[src/rtl/alu_op_sequencer.sv]
// alu_op_sequencer
// Front-end issuer for the 4-bit ALU. Accepts one instruction (opcode plus
// two operands) over a valid/ready request channel, checks the opcode,
// drives the ALU control/operand buses, waits ALU_LATENCY cycles and then
// captures the result-mux output onto a valid/ready response channel.
//
// Optional feature: define ALU_FLAGS_EN to register a zero flag alongside
// the captured result. Without it rsp_zero is tied low (port still present).
//
// Ports:
//   clk, rst_n                       clock (rising edge), async active-low reset
//   req_valid/req_ready              request handshake
//   req_op, req_a, req_b             opcode and operands (sampled at accept)
//   alu_control, alu_a, alu_b        registered buses to the ALU / result mux
//   alu_result                       result-mux output from the ALU
//   rsp_valid/rsp_ready              response handshake
//   rsp_data, rsp_illegal, rsp_zero  captured result and flags
//   busy                             high whenever the sequencer is not idle
module alu_op_sequencer #(
  parameter int DATA_W      = 4,
  parameter int ALU_LATENCY = 1   // legal range 1..15
) (
  input  logic              clk,
  input  logic              rst_n,
  input  logic              req_valid,
  output logic              req_ready,
  input  logic [3:0]        req_op,
  input  logic [DATA_W-1:0] req_a,
  input  logic [DATA_W-1:0] req_b,
  output logic [3:0]        alu_control,
  output logic [DATA_W-1:0] alu_a,
  output logic [DATA_W-1:0] alu_b,
  input  logic [DATA_W-1:0] alu_result,
  output logic              rsp_valid,
  input  logic              rsp_ready,
  output logic [DATA_W-1:0] rsp_data,
  output logic              rsp_illegal,
  output logic              rsp_zero,
  output logic              busy
);

  typedef enum logic [1:0] {
    IDLE = 2'd0,
    WAIT = 2'd1,
    RESP = 2'd2
  } state_t;

  localparam logic [3:0] CNT_INIT = 4'(ALU_LATENCY);

  state_t            state_q, state_d;
  logic [3:0]        alu_control_q, alu_control_d;
  logic [DATA_W-1:0] alu_a_q, alu_a_d;
  logic [DATA_W-1:0] alu_b_q, alu_b_d;
  logic [3:0]        cnt_q, cnt_d;
  logic [DATA_W-1:0] rsp_data_q, rsp_data_d;
  logic              rsp_illegal_q, rsp_illegal_d;
  logic              rsp_zero_q, rsp_zero_d;
  logic              zero_cap;

  // Legal opcodes: ADD 0100, SUB 0101, and every code 1000..1111.
  function automatic logic op_legal(input logic [3:0] op);
    return op[3] | (op[3:1] == 3'b010);
  endfunction

`ifdef ALU_FLAGS_EN
  assign zero_cap = (alu_result == '0);
`else
  assign zero_cap = 1'b0;
`endif

  always_comb begin
    state_d       = state_q;
    alu_control_d = alu_control_q;
    alu_a_d       = alu_a_q;
    alu_b_d       = alu_b_q;
    cnt_d         = cnt_q;
    rsp_data_d    = rsp_data_q;
    rsp_illegal_d = rsp_illegal_q;
    rsp_zero_d    = rsp_zero_q;
    case (state_q)
      IDLE: begin
        // req_ready is high in IDLE, so req_valid alone means a handshake.
        if (req_valid) begin
          if (op_legal(req_op)) begin
            alu_control_d = req_op;
            alu_a_d       = req_a;
            alu_b_d       = req_b;
            cnt_d         = CNT_INIT;
            state_d       = WAIT;
          end else begin
            // ALU buses keep their previous values for an illegal opcode.
            rsp_data_d    = '0;
            rsp_illegal_d = 1'b1;
            rsp_zero_d    = 1'b0;
            state_d       = RESP;
          end
        end
      end
      WAIT: begin
        cnt_d = cnt_q - 4'd1;
        if (cnt_q == 4'd1) begin
          rsp_data_d    = alu_result;
          rsp_illegal_d = 1'b0;
          rsp_zero_d    = zero_cap;
          state_d       = RESP;
        end
      end
      RESP: begin
        if (rsp_ready) state_d = IDLE;
      end
      default: state_d = IDLE;
    endcase
  end

  always_ff @(posedge clk or negedge rst_n) begin
    if (!rst_n) begin
      state_q       <= IDLE;
      alu_control_q <= 4'b0000;
      alu_a_q       <= '0;
      alu_b_q       <= '0;
      cnt_q         <= 4'd0;
      rsp_data_q    <= '0;
      rsp_illegal_q <= 1'b0;
      rsp_zero_q    <= 1'b0;
    end else begin
      state_q       <= state_d;
      alu_control_q <= alu_control_d;
      alu_a_q       <= alu_a_d;
      alu_b_q       <= alu_b_d;
      cnt_q         <= cnt_d;
      rsp_data_q    <= rsp_data_d;
      rsp_illegal_q <= rsp_illegal_d;
      rsp_zero_q    <= rsp_zero_d;
    end
  end

  assign req_ready   = (state_q == IDLE);
  assign rsp_valid   = (state_q == RESP);
  assign busy        = (state_q != IDLE);
  assign alu_control = alu_control_q;
  assign alu_a       = alu_a_q;
  assign alu_b       = alu_b_q;
  assign rsp_data    = rsp_data_q;
  assign rsp_illegal = rsp_illegal_q;
  assign rsp_zero    = rsp_zero_q;

endmodule

[config.mk]
export PLATFORM = sky130hd
export DESIGN_NAME = alu_op_sequencer
export DESIGN_NICKNAME = d
export VERILOG_FILES = /design/src/rtl/alu_op_sequencer.sv
export SDC_FILE = /design/constraint.sdc
export NUM_CORES = 1
export LEC_CHECK = 0
export CAP_MARGIN = 40
export CORE_MARGIN = 4
export CORE_UTILIZATION = 43
export DETAILED_ROUTE_END_ITERATION = 12
export PLACE_DENSITY = 0.8
export SYNTH_ARGS = -nofsm -noshare
export SYNTH_HDL_FRONTEND = slang
export SYNTH_SLANG_ARGS = --single-unit
[constraint.sdc]
create_clock -name clk -period 1.8 [get_ports clk]
set_input_delay 0.36 -clock clk [delete_from_list [all_inputs] [get_ports clk]]
set_output_delay 0.36 -clock clk [all_outputs]
set_load 0.05 [all_outputs]
# Word-level counts from Yosys, hierarchy flattened
# Cells that the tools add are included.
totals:
  in_bits: 20
  output_inout_bits: 21
  regBits: 24
op_classes:
  add_sub_neg: 1
  eq_ne: 9
  reduce_logical: 7
  bitwise_logic: 1
  mux: 19
op_table:
  columns: ["operator", "n"]
  rows:
  - ["$mux W4", 5]
  - ["$pmux W4 S2", 2]
  - ["$reduce_and A3 Y1", 3]
  - ["$mux W2", 4]
  - ["$ne A2 B2 Y1 const B", 3]
  - ["$pmux W2 S3", 1]
  - ["$mux W1", 5]
  - ["$eq A4 B1 Y1 const B", 1]
  - ["$ne A2 B1 Y1 const B", 2]
  - ["$pmux W1 S2", 2]
  - ["$reduce_and A4 Y1", 1]
  - ["$reduce_bool A2 Y1", 2]
  - ["$sub A4 B1 Y4 const B", 1]
  - ["$eq A3 B2 Y1 const B", 1]
  - ["$eq A2 B1 Y1 const B", 1]
  - ["$eq A2 B2 Y1 const B", 1]
  - ["$logic_not A2 Y1", 1]
  - ["$or A1 B1 Y1", 1]

# Depth between registers and ports, before layout
logic_depth:
  depth_word: 5
  mapped_depth: 6
  ltp_nobuf: 5

# Least setup slack after synthesis
# Ideal clock, no wire load.
synth_timing:
  kind: "flip-flop to flip-flop"
  start: "register state_q[1]"
  end: "register alu_a_q[0], in the netlist alu_a[0]"
  path_stages_with_launch: 7
  path_slack_ns: -0.247
  n_path_buf: 2
  setup_ns: 0.125
  arrival_time_ns: 1.922
  path_cell_list: "dfrtp_1 > nor2_4 > inv_2 > or3_1 > buf_6 > buf_12 > mux2_4"
synth_between:
  elab_chain_cells: 2
synth_lines:
  columns: ["item", "line", "rtl"]
  rows:
  - ["start, declared", "50", "state_t state_q, state_d;"]
  - ["start signal, assigned", "126", "state_q <= state_d;"]
  - ["$logic_not A2 Y1", null, null]
  - ["named net req_ready", "26", "output logic req_ready,"]
  - ["$reduce_and A3 Y1 (no source line)", null, null]
  - ["end signal, assigned", "128", "alu_a_q <= alu_a_d;"]
  - ["end, declared", "52", "logic [DATA_W-1:0] alu_a_q, alu_a_d;"]
# The timed path passes the listed nets, and every way through them passes these cells.
# A chain may end at the register's enable or synchronous reset.

# Final worst setup path
layout_timing:
  start: "register state_q[0]"
  end: "register alu_control_q[1], in the netlist alu_control[1]"
layout_between:
  elab_chain_cells: 2
layout_lines:
  columns: ["item", "line", "rtl"]
  rows:
  - ["$logic_not A2 Y1", "80", "case (state_q)"]
  - ["$reduce_and A3 Y1 (no source line)", null, null]
  - ["end signal, assigned", "127", "alu_control_q <= alu_control_d;"]
  - ["end, declared", "51", "logic [3:0] alu_control_q, alu_control_d;"]
# No other way between the ends.

==> impl_metrics.ini <==
[power]
p_switching_w = 0.00153
pwr-share-comb_pct = 63.6
clkPwrFrac_pct = 7.1
pwr-share-seq_pct = 29.3
internal-power_w = 0.00166
leakagePower_nw = 0.775
vdd_drop_max_v = 0.00131
p_per_area_nw_per_um2 = 2070
sw_frac_of_total_pct = 48.0

[logic_synthesis]
synth-async-reset-ratio_pct = 100
synth_fp_nets = 104
postSynthAreaPerCell_um2 = 13.1
synth_seq_area_share_pct = 53.6
yosys_warnings = 0
netlist.area_leader.share_pct = 53.6
synth_edf_count = 0
yosysUniqueCellTypes = 28
synthFlopType = dfrtp_1
yosysTopAreaCell = dfrtp_1
ys_ff_latch = 23
synth_mux_area_share_pct = 20.4
synth_fa_ha_area_share_pct = 2.33
synth-simple-area-share_pct = 7.46
synth_area_um2 = 1070
yosys-top-cells-area = dfrtp_1 54%, mux2_4 13%, mux2i_1 4.7%
synthCells = 82
synthXorXnorAreaFrac_pct = 0.816
synth_compound_area_share_pct = 7.58
synth_top_family_by_area = multiplexers

[final_layout]
nFillCells = 192
multiInputGateArea_um2 = 418
seq_area_um2 = 576
synthToLayoutAreaGrowth_pct = 43.4
layout-drive-gt1-share_pct = 35.9
final_area_um2 = 1540
instances_no_fill = 156
antenna-diode-count = 0
final_nets = 151

[cts]
cts_setup_buffers = 0
cts_tree = done
clk_pin_slew_worst_paths_ps = 120
cts_sinks = 23
cts-resized-gates = 0
clockRootBuffer = clkbuf_4
cts-hold-fix-buffers = 0
cts_buffers = 3
ctsLongestPathBuffers = 2
htreeDepth = 1
clock_latency_ps = 300

[routing]
vias_per_cell = 4.86
wl_um = 2170
drc_errors = 0
drtAntennaViolNets = 0
dr.pass1.iters = 4
wl_per_cell_um = 13.9
drtIter0Drc = 14
vias = 758

[global_routing]
grt_pass1_vias = 769
grt_pass1_wl_um = 3590
grt_usage_pct = 13.7
antenna_found_initial = 0
grt_overflow = 0
grt_max_degree = 24

[outcome]
outcome = complete, no violations

[die]
core_um2 = 2300
start_util_pct = 46.7
pin_count = 41
dieArea_um2 = 3360
die_h_um = 58.0
rows = 17
dieWidth_um = 58.0

[sta]
min_period_ps = 1650
hold_viol_final = 0
setup_tns_ps = 0
final.period_utilization_pct = 91.7
clock.fmax_ghz = 0.606
final-setup-viol-count = 0
fin_hold_ws_ps = 410
rsz0062_at_grt = no
final-max-slew-violation-count = 0
fin_skew_ps = 5.09
fin_ws_ps = 150

[placed_design]
gp_congestion = 0.753
dpl_cell_area_um2 = 1510
place_hpwl_um = 1710
dpl.cell_count = 152
port_buffers = 39
dp_slack_ps = -137

[worst_setup_path]
r2r-start = state_q[0]
cp-endpoint = alu_control[1]
worstSetupPathType = flop to flop
crit_arrival_ps = 1840
r2r_cells = 5
startpoint = state_q[0]
crit_required_ps = 1990
rr_endpoint = alu_control[1]
startpoint_type = flop
worst_setup_path_end_kind = flop
r2r_slack_ps = 150
cp_max_fo = 12

[hold_path]
holdCritPathClass = primary input to asynchronous set/reset pin

[flow_run]
max-cap-violations = 0
==> Yosys cell counts, types with 2 or more instances <==
library cell and instances:
nand2_1 6, ha_1 2, dfrtp_1 23, inv_1 9, mux2_2 3, mux2_4 9
o21ai_0 3, a22o_1 2, nand2b_1 2, mux2i_1 5
==> sequential cells by signal, indices dropped and copies added, names as in the netlist <==
signal	cells
rsp_illegal	1
rsp_data	4
state_q	2
alu_b	4
alu_a	4
alu_control	4
cnt_q	4
==> worst min-delay path by stage <==
stage                                 to  slack (ps)  cells past startpoint         from
after detailed placement        alu_b[1]         500                      1     alu_b[1]
after CTS                 alu_control[2]         410                      2        rst_n
after floorplan                 alu_a[0]          60                      0        rst_n
after global routing      alu_control[2]         430                      2        rst_n
after global placement       rsp_illegal         480                      1  rsp_illegal
final                           alu_a[2]         410                      2        rst_n
==> area by class of cell <==
class / count / share of cell area [%]
flip-flops and latches: 23 / 37.4
repair buffers: 46 / 28.8
multi-input cells: 45 / 27.2
inverters: 10 / 2.60
well taps: 28 / 2.28
clock buffers: 3 / 1.46
clock inverters: 1 / 0.325
==> placed cells by master (no fill, tap or decap), types with 2 or more instances in the layout <==
cell type / netlist / final
o21ai_0: 3 / 3
clkdlybuf4s50_1: 0 / 19
nand2_1: 6 / 6
a22o_1: 2 / 2
ha_1: 2 / 2
buf_12: 1 / 4
nand2b_1: 2 / 2
clkbuf_4: 0 / 3
inv_1: 9 / 9
mux2i_1: 5 / 5
mux2_4: 9 / 9
dfrtp_1: 23 / 23
buf_4: 1 / 23
mux2_2: 3 / 3
==> worst max-delay path: stages (launching register included) <==
cell and delay (ps):
dfrtp_1 460, nor2_4 170, inv_4 50, or3_1 400, buf_12 180, mux2_4 290
==> per-stage QoR <==
step / total power, W / utilization, %
2_1_floorplan: 0.00231 / -
3_3_place_gp: 0.00294 / 65.8
3_5_place_dp: 0.00298 / 65.8
4_1_cts: 0.00322 / 67.0
5_1_grt: 0.00337 / 67.0
6_report: 0.00319 / 67.0
==> power groups by stage <==
stage | Combinational (W) | Clock [W] | Sequential (W)
global route | 0.00212 | 0.000271 | 0.000973
global placement | 0.00200 | 0 | 0.000936
CTS | 0.00204 | 0.000241 | 0.000936
finish | 0.00203 | 0.000227 | 0.000935
floorplan | 0.000734 | 0 | 0.00157
detailed placement | 0.00204 | 0 | 0.000942
==> logic make-up (layout without fill, tap and decap cells) <==
family / count (synthesis) / count (layout)
AOI/OAI and AO/OA: 10 / 10
muxes: 17 / 17
other: 1 / 1
adders and majority gates: 2 / 2
buffers and inverters: 14 / 60
xor gates and xnor gates: 1 / 1
DFF: 23 / 23
and+or+nand+nor: 14 / 14
==> metal layers <==
| metal | GRT usage, % | share of wire (%) | vias to the layer above |
|---|---|---|---|
| li1 | - | - | 368 |
| met1 | 18.8 | 44 | 356 |
| met2 | 21.1 | 44 | 34 |
| met3 | 4.90 | 11 | 0 |
| met4 | 1.99 | 0 | 0 |
| met5 | 0 | 0 | - |
No activity file was read; power rests on OpenSTA's default activity.
